--- src/rtl/seg_scan_driver_pkg.sv ---
// seg_scan_driver package: scan FSM state encoding and the inactive-level
// helper used to build the "all segments off" / "all digits off" patterns.
package seg_scan_pkg;

   typedef enum logic [1:0] {
      ST_IDLE  = 2'd0,
      ST_BLANK = 2'd1,
      ST_DRIVE = 2'd2
   } scan_state_t;

   // Level that turns a line off: an active-low line is off when high.
   function automatic logic off_level(input int active_low);
      return (active_low != 0);
   endfunction

endpackage

--- src/rtl/seg_scan_driver_if.sv ---
// seg_scan_driver bus: frame data in, multiplexed display lines out.
interface seg_scan_driver_if #(
   parameter int DIGIT_CNT = 2,
   parameter int SEG_W     = 7
);
   // Signal semantics: there is no valid/ready pair here. en is a level
   // (high = keep scanning, low = blank and park the scanner); seg_in is
   // sampled only on the cycle a frame loads, so the source may change it at
   // any time; seg_out/dig_sel are registered levels and frame_start is a
   // one-cycle pulse marking the first cycle of each frame.
   logic                       en;
   logic [DIGIT_CNT*SEG_W-1:0] seg_in;
   logic [SEG_W-1:0]           seg_out;
   logic [DIGIT_CNT-1:0]       dig_sel;
   logic                       frame_start;

   modport master (output en, seg_in, input seg_out, dig_sel, frame_start);
   modport slave  (input en, seg_in, output seg_out, dig_sel, frame_start);
endinterface

--- src/rtl/scan_prescaler.sv ---
// scan_prescaler: counts clk cycles within one digit slot (0..SCAN_DIV-1),
// with synchronous clear and a terminal-count strobe on the last cycle.
module scan_prescaler #(
   parameter int SCAN_DIV = 50_000,
   parameter int CNT_W    = 16
) (
   input  logic             clk,
   input  logic             rstn,
   input  logic             clr,
   input  logic             en,
   output logic [CNT_W-1:0] cnt,
   output logic             tc
);

   assign tc = en && (cnt == CNT_W'(SCAN_DIV - 1));

   // Slot counter: clear wins, otherwise count and wrap on terminal count.
   always_ff @(posedge clk or negedge rstn) begin
      if (!rstn) begin
         cnt <= '0;
      end else if (clr) begin
         cnt <= '0;
      end else if (en) begin
         cnt <= tc ? '0 : cnt + CNT_W'(1);
      end
   end

endmodule

--- src/rtl/seg_scan_driver.sv ---
// seg_scan_driver: time-multiplexed seven-segment scan driver. Latches the
// packed digit patterns once per frame and walks the digits one slot at a
// time on a shared segment bus. Optional feature macro SEG_SCAN_BLANK_EN:
// when defined, each slot starts with a BLANK_CYC all-off window to suppress
// ghosting; when undefined, digits hand over directly in one edge.
module seg_scan_driver
   import seg_scan_pkg::*;
#(
   parameter int DIGIT_CNT      = 2,
   parameter int SEG_W          = 7,
   parameter int SCAN_DIV       = 50_000,
   parameter int BLANK_CYC      = 500,
   parameter int SEG_ACTIVE_LOW = 1,
   parameter int DIG_ACTIVE_LOW = 1
) (
   input  logic               clk,
   input  logic               rstn,
   seg_scan_driver_if.slave   bus,
   output scan_state_t        state_dbg
);

   localparam int CNT_W  = (SCAN_DIV > 1) ? $clog2(SCAN_DIV) : 1;
   localparam int SLOT_W = (DIGIT_CNT > 1) ? $clog2(DIGIT_CNT) : 1;

`ifdef SEG_SCAN_BLANK_EN
   localparam int BLANK_LEN = BLANK_CYC;
`else
   // Blanking compiled out: the window length collapses to zero.
   localparam int BLANK_LEN = BLANK_CYC * 0;
`endif
   localparam bit BLANK_ON = (BLANK_LEN != 0);

   localparam logic [SEG_W-1:0]     SEG_OFF = {SEG_W{off_level(SEG_ACTIVE_LOW)}};
   localparam logic [DIGIT_CNT-1:0] DIG_OFF = {DIGIT_CNT{off_level(DIG_ACTIVE_LOW)}};

   scan_state_t                state;
   logic [SLOT_W-1:0]          slot;
   logic [DIGIT_CNT*SEG_W-1:0] shadow;
   logic [CNT_W-1:0]           cnt;
   logic                       tc;
   logic                       slot_last;
   logic [SLOT_W-1:0]          slot_next;

   // Segment pattern of digit s taken from a packed frame, bus polarity applied.
   function automatic logic [SEG_W-1:0] seg_drive(
      input logic [DIGIT_CNT*SEG_W-1:0] pat,
      input logic [SLOT_W-1:0]          s
   );
      logic [SEG_W-1:0] d;
      d = pat[int'(s)*SEG_W +: SEG_W];
      return (SEG_ACTIVE_LOW != 0) ? ~d : d;
   endfunction

   // One-hot enable for digit s, bus polarity applied.
   function automatic logic [DIGIT_CNT-1:0] dig_drive(input logic [SLOT_W-1:0] s);
      logic [DIGIT_CNT-1:0] oh;
      for (int k = 0; k < DIGIT_CNT; k++) begin
         oh[k] = (s == SLOT_W'(k));
      end
      return (DIG_ACTIVE_LOW != 0) ? ~oh : oh;
   endfunction

   // The counter only runs while a frame is being scanned; parking in IDLE
   // (or dropping en) holds it at zero so every frame starts cleanly.
   scan_prescaler #(
      .SCAN_DIV (SCAN_DIV),
      .CNT_W    (CNT_W)
   ) u_prescaler (
      .clk  (clk),
      .rstn (rstn),
      .clr  ((state == ST_IDLE) || !bus.en),
      .en   (state != ST_IDLE),
      .cnt  (cnt),
      .tc   (tc)
   );

   assign slot_last = (slot == SLOT_W'(DIGIT_CNT - 1));
   assign slot_next = slot_last ? '0 : slot + SLOT_W'(1);
   assign state_dbg = state;

`ifdef SEG_SCAN_BLANK_EN
   logic blank_done;
   assign blank_done = (cnt == CNT_W'(BLANK_LEN - 1));
`endif

   // Scan FSM; outputs are computed from the next state/slot/shadow so they
   // line up with the state register and never show two digits at once.
   always_ff @(posedge clk or negedge rstn) begin
      if (!rstn) begin
         state       <= ST_IDLE;
         slot        <= '0;
         shadow      <= '0;
         bus.seg_out <= SEG_OFF;
         bus.dig_sel <= DIG_OFF;
         bus.frame_start <= 1'b0;
      end else if (!bus.en) begin
         state       <= ST_IDLE;
         slot        <= '0;
         bus.seg_out <= SEG_OFF;
         bus.dig_sel <= DIG_OFF;
         bus.frame_start <= 1'b0;
      end else begin
         case (state)
            ST_IDLE: begin
               slot            <= '0;
               shadow          <= bus.seg_in;
               bus.frame_start <= 1'b1;
               if (BLANK_ON) begin
                  state       <= ST_BLANK;
                  bus.seg_out <= SEG_OFF;
                  bus.dig_sel <= DIG_OFF;
               end else begin
                  state       <= ST_DRIVE;
                  bus.seg_out <= seg_drive(bus.seg_in, '0);
                  bus.dig_sel <= dig_drive('0);
               end
            end
`ifdef SEG_SCAN_BLANK_EN
            ST_BLANK: begin
               bus.frame_start <= 1'b0;
               if (blank_done) begin
                  state       <= ST_DRIVE;
                  bus.seg_out <= seg_drive(shadow, slot);
                  bus.dig_sel <= dig_drive(slot);
               end else begin
                  bus.seg_out <= SEG_OFF;
                  bus.dig_sel <= DIG_OFF;
               end
            end
`endif
            ST_DRIVE: begin
               if (tc) begin
                  slot <= slot_next;
                  if (slot_last) begin
                     shadow          <= bus.seg_in;
                     bus.frame_start <= 1'b1;
                  end else begin
                     bus.frame_start <= 1'b0;
                  end
                  if (BLANK_ON) begin
                     state       <= ST_BLANK;
                     bus.seg_out <= SEG_OFF;
                     bus.dig_sel <= DIG_OFF;
                  end else begin
                     state       <= ST_DRIVE;
                     bus.seg_out <= seg_drive(slot_last ? bus.seg_in : shadow, slot_next);
                     bus.dig_sel <= dig_drive(slot_next);
                  end
               end else begin
                  bus.frame_start <= 1'b0;
                  bus.seg_out     <= seg_drive(shadow, slot);
                  bus.dig_sel     <= dig_drive(slot);
               end
            end
            default: begin
               state       <= ST_IDLE;
               slot        <= '0;
               bus.seg_out <= SEG_OFF;
               bus.dig_sel <= DIG_OFF;
               bus.frame_start <= 1'b0;
            end
         endcase
      end
   end

endmodule

--- src/flat_wrapper.sv ---
// flat-port wrapper written by rule: the top's interface ports become plain ports
module seg_scan_driver_flat import seg_scan_pkg::*;
#(
   parameter int DIGIT_CNT      = 2,
   parameter int SEG_W          = 7,
   parameter int SCAN_DIV       = 50_000,
   parameter int BLANK_CYC      = 500,
   parameter int SEG_ACTIVE_LOW = 1,
   parameter int DIG_ACTIVE_LOW = 1
)
  (clk, rstn, state_dbg, bus_en, bus_seg_in, bus_seg_out, bus_dig_sel, bus_frame_start);
  seg_scan_driver_if #(.DIGIT_CNT(DIGIT_CNT), .SEG_W(SEG_W)) bus_i ();
  input  logic clk;
  input  logic rstn;
  output scan_state_t state_dbg;
  input wire logic [$bits(bus_i.en)-1:0] bus_en;
  input wire logic [$bits(bus_i.seg_in)-1:0] bus_seg_in;
  output wire logic [$bits(bus_i.seg_out)-1:0] bus_seg_out;
  output wire logic [$bits(bus_i.dig_sel)-1:0] bus_dig_sel;
  output wire logic [$bits(bus_i.frame_start)-1:0] bus_frame_start;
  assign bus_i.en = bus_en;
  assign bus_i.seg_in = bus_seg_in;
  assign bus_seg_out = bus_i.seg_out;
  assign bus_dig_sel = bus_i.dig_sel;
  assign bus_frame_start = bus_i.frame_start;
  seg_scan_driver #(.DIGIT_CNT(DIGIT_CNT), .SEG_W(SEG_W), .SCAN_DIV(SCAN_DIV), .BLANK_CYC(BLANK_CYC), .SEG_ACTIVE_LOW(SEG_ACTIVE_LOW), .DIG_ACTIVE_LOW(DIG_ACTIVE_LOW)) u_core (.clk(clk), .rstn(rstn), .bus(bus_i), .state_dbg(state_dbg));
endmodule
--- config.mk ---
export PLATFORM = sky130hd
export DESIGN_NAME = seg_scan_driver_flat
export DESIGN_NICKNAME = d
export VERILOG_FILES = /design/src/rtl/seg_scan_driver_pkg.sv /design/src/rtl/seg_scan_driver_if.sv /design/src/rtl/scan_prescaler.sv /design/src/rtl/seg_scan_driver.sv /design/src/flat_wrapper.sv
export SDC_FILE = /design/constraint.sdc
export NUM_CORES = 1
export LEC_CHECK = 0
export BUFFER_PORTS_ARGS = -buffer_cell sky130_fd_sc_hd__buf_2
export CAP_MARGIN = 20
export CORE_MARGIN = 2
export CORE_UTILIZATION = 56
export DETAILED_ROUTE_END_ITERATION = 12
export PLACE_DENSITY = 0.78
export SLEW_MARGIN = 10
export SYNTH_ARGS = -nofsm -noshare
export SYNTH_HDL_FRONTEND = slang
export SYNTH_SLANG_ARGS = --single-unit
--- constraint.sdc ---
create_clock -name clk -period 2.4 [get_ports clk]
set_input_delay 0.24 -clock clk [delete_from_list [all_inputs] [get_ports clk]]
set_output_delay 0.24 -clock clk [all_outputs]
set_load 0.01 [all_outputs]
==> results.py <==
metrics = {
    "pwr": {
        "fin_total_pwr_mw": 1.27,
        "comb_power_share_pct": 9.6,
        "power_density_nw_per_um2": 579,
        "leakage_nw": 0.933,
        "internal-power_mw": 0.962,
        "pwr-share-clk_pct": 28.2,
        "sw_frac_of_total_pct": 24.4,
        "p_sw_mw": 0.311,
        "power.share.sequential_pct": 62.2,
        "ir_worst_vdd_mv": 0.306,
    },
    "placed_design": {
        "gp_congestion": 0.821,
        "io_buffers": 27,
        "place_worst_setup_slack_ns": 0.418,
        "dpl.hpwl_um": 2500,
        "dpl.cell_count": 240,
        "placed_area_um2": 2140,
    },
    "grt": {
        "use_met2_pct": 33.7,
        "grt.overflow.total": 0,
        "use_met3_pct": 5.63,
        "top_usage_layer": "met2",
        "grt_first_pass_wirelength_um": 6380,
        "track_usage_pct": 20.4,
        "grt_pass1_vias": 1426,
        "antenna_found_initial": 0,
        "met1_usage_pct": 25.7,
        "grt_max_degree": 43,
    },
    "synth": {
        "synth-edff-count": 0,
        "yosysTopAreaCellShare_pct": 41.1,
        "synth.most_common_cell": "dfrtp_1",
        "async_flop_share_pct": 100,
        "ys_types": 34,
        "syn_area_um2": 2010,
        "yosys-top-cells-area": "dfrtp_1 41%, dfstp_2 12%, mux2_1 7.9%",
        "synth.avg_cell_area_um2": 11.4,
        "synthFlopType": "dfrtp_1",
        "seq_area_frac_synth_pct": 52.9,
        "synthCells": 176,
        "postSynthNetCount": 195,
        "yosysTopAreaCell": "dfrtp_1",
        "synth-seq-cells": 42,
        "netlist_top_cells_count": "33 x dfrtp_1, 21 x nor2_1, 14 x mux2_1",
        "ys_warn_count": 0,
    },
    "run_status": {
        "outcome": "complete, but fails checks",
        "violations": "hold timing",
    },
    "detailed_routing": {
        "drtAntennaViolNets": 0,
        "routed_wl_um": 3480,
        "via_per_inst": 5.57,
        "dr.first_iter.drc_count": 71,
        "wl_per_cell_um": 14.0,
        "drcViolationCount": 0,
        "num_vias": 1382,
        "firstDrtPassIters": 4,
    },
    "clock_network": {
        "cts.repair.resized": 0,
        "clk_pin_slew_ns": 0.12,
        "tritoncts": "built",
        "ctsHoldBuffers": 0,
        "h-tree-depth": 2,
        "cts_buffers": 5,
        "clock-sinks": 42,
        "cts_buffer_depth": 2,
        "clk_latency_ns": 0.35,
        "post_cts_buffers": 0,
        "clock-root-buffer": "clkbuf_4",
    },
    "setup_path": {
        "critPathCaptureType": "flip-flop",
        "critical_path.cell_chain": "ha_1 > and4_1 > nand4_2 > o22ai_2 > buf_4 > mux2_1",
        "required_ns": 2.65,
        "worstSetupPathType": "reg2reg",
        "cp_top_family": "simple AND/OR/NAND/NOR gates",
        "r2r_setup_slack_ns": 0.38,
        "arrival_ns": 2.27,
        "r2r_cells": 6,
        "reg2reg_from": "u_core.u_prescaler.cnt[0]$_DFFE_PN0P_",
        "crit_buf_inv": 1,
        "crit_start": "u_core.u_prescaler.cnt[0]$_DFFE_PN0P_",
        "slowest_stage": "dfrtp_1",
        "crit_fanout": 20,
        "cp-start-kind": "flip-flop",
        "cpPeakStageDelay_ns": 0.41,
        "path_depth": 6,
    },
    "layout": {
        "num_antenna_cells": 0,
        "syn_to_final_growth_pct": 9.66,
        "design_area_um2": 2200,
        "nets": 220,
        "n_fill_cell": 274,
        "drive_gt1_share_pct": 24.8,
        "final_util_pct": 64.9,
        "fin_cells": 248,
    },
    "floorplanning": {
        "rows": 21,
        "core_um2": 3390,
        "io-pin-count": 29,
        "dieArea_um2": 4080,
        "die_h_um": 63.9,
        "die_w_um": 63.9,
        "initial_core_util_pct": 59.2,
    },
    "sta": {
        "whs_ns": -0.0122,
        "slew_headroom_pct": 41.1,
        "worst_pin_slew_ns": 0.884,
        "finalSetupViolCount": 0,
        "setup-tns-final_ns": 0,
        "finalMaxSlewViolations": 0,
        "rsz0062_at_grt": "false",
        "fmax_ghz": 0.496,
        "finalHoldViolCount": 8,
        "clock_skew_ns": 0.0121,
        "finalWorstSetupSlack_ns": 0.383,
        "layout_min_cycle_time_ns": 2.02,
        "period_share_pct": 84.0,
    },
    "job": {
        "maxCapViolCount": 0,
    },
    "worst_hold_path": {
        "hp-class": "in2async",
    },
}
## sequential cells by signal (all words and copies together), names as in the netlist, named ones only
register                count
u_core.bus.seg_out          7
u_core.u_prescaler.cnt     16
u_core.slot                 1
u_core.shadow              12
u_core.bus.frame_start      1
u_core.bus.dig_sel          2
u_core.state_dbg            1
## layer usage
| metal | vias to the layer above | routed length, µm |
|---|---|---|
| met5 | - | 0 |
| met2 | 32 | 1740 |
| li1 | 663 | - |
| met3 | 6 | 166 |
| met4 | 0 | 55 |
| met1 | 681 | 1510 |
## worst min-delay path by stage
stage,start,end,cells after the start
2_1_floorplan,rstn,async pin,0
3_3_place_gp,rstn,async pin,1
3_5_place_dp,bus_seg_in[2],u_core.bus.seg_out[2]$_DFF_PN1_,2
4_1_cts,bus_seg_in[2],u_core.bus.seg_out[2]$_DFF_PN1_,2
5_1_grt,bus_seg_in[2],u_core.bus.seg_out[2]$_DFF_PN1_,2
6_report,rstn,async pin,1
## cells in the final DEF, fill, tap and decap left out, types with 4 or more instances in the layout
cell type and n:
and3_1 7, nand4_1 5, buf_2 27, dfrtp_1 33
a211oi_1 7, clkbuf_4 5, xnor2_1 10, mux2_1 14
nor2_1 21, nand2_1 7, mux2i_1 8, dfstp_2 9
xor2_1 4, inv_1 4, nand3_1 7, nor3_1 8
## cell type report
type	count	area, µm²	area share, %
Clock buffer	7	55.1	2.50
Clock inverter	1	5.00	0.227
Multi-Input combinational cell	120	863	39.2
Inverter	4	15.0	0.682
Timing Repair Buffer	28	143	6.48
Tap cell	46	57.6	2.62
Sequential cell	42	1060	48.3
## power by group through the flow
stage | clock network, mW | registers, mW | logic (mW)
after floorplan | 0 | 0.802 | 0.0710
after global placement | 0 | 0.800 | 0.118
final | 0.359 | 0.793 | 0.122
after detailed placement | 0 | 0.806 | 0.125
after CTS | 0.370 | 0.792 | 0.125
after global routing | 0.406 | 0.800 | 0.140
## cell families (layout without fill, tap and decap cells)
kind of cell | after synthesis | count (layout) | synth area share, %
buffers and inverters | 14 | 40 | 4.05
DFF | 42 | 42 | 52.9
other | 1 | 1 | 0.187
and+or+nand+nor | 69 | 69 | 19.4
muxes | 22 | 22 | 11.8
AOI/OAI and AO/OA | 12 | 12 | 4.24
xor gates and xnor gates | 14 | 14 | 6.11
adders and majority gates | 2 | 2 | 1.25
(Power assumes the default switching activity.)
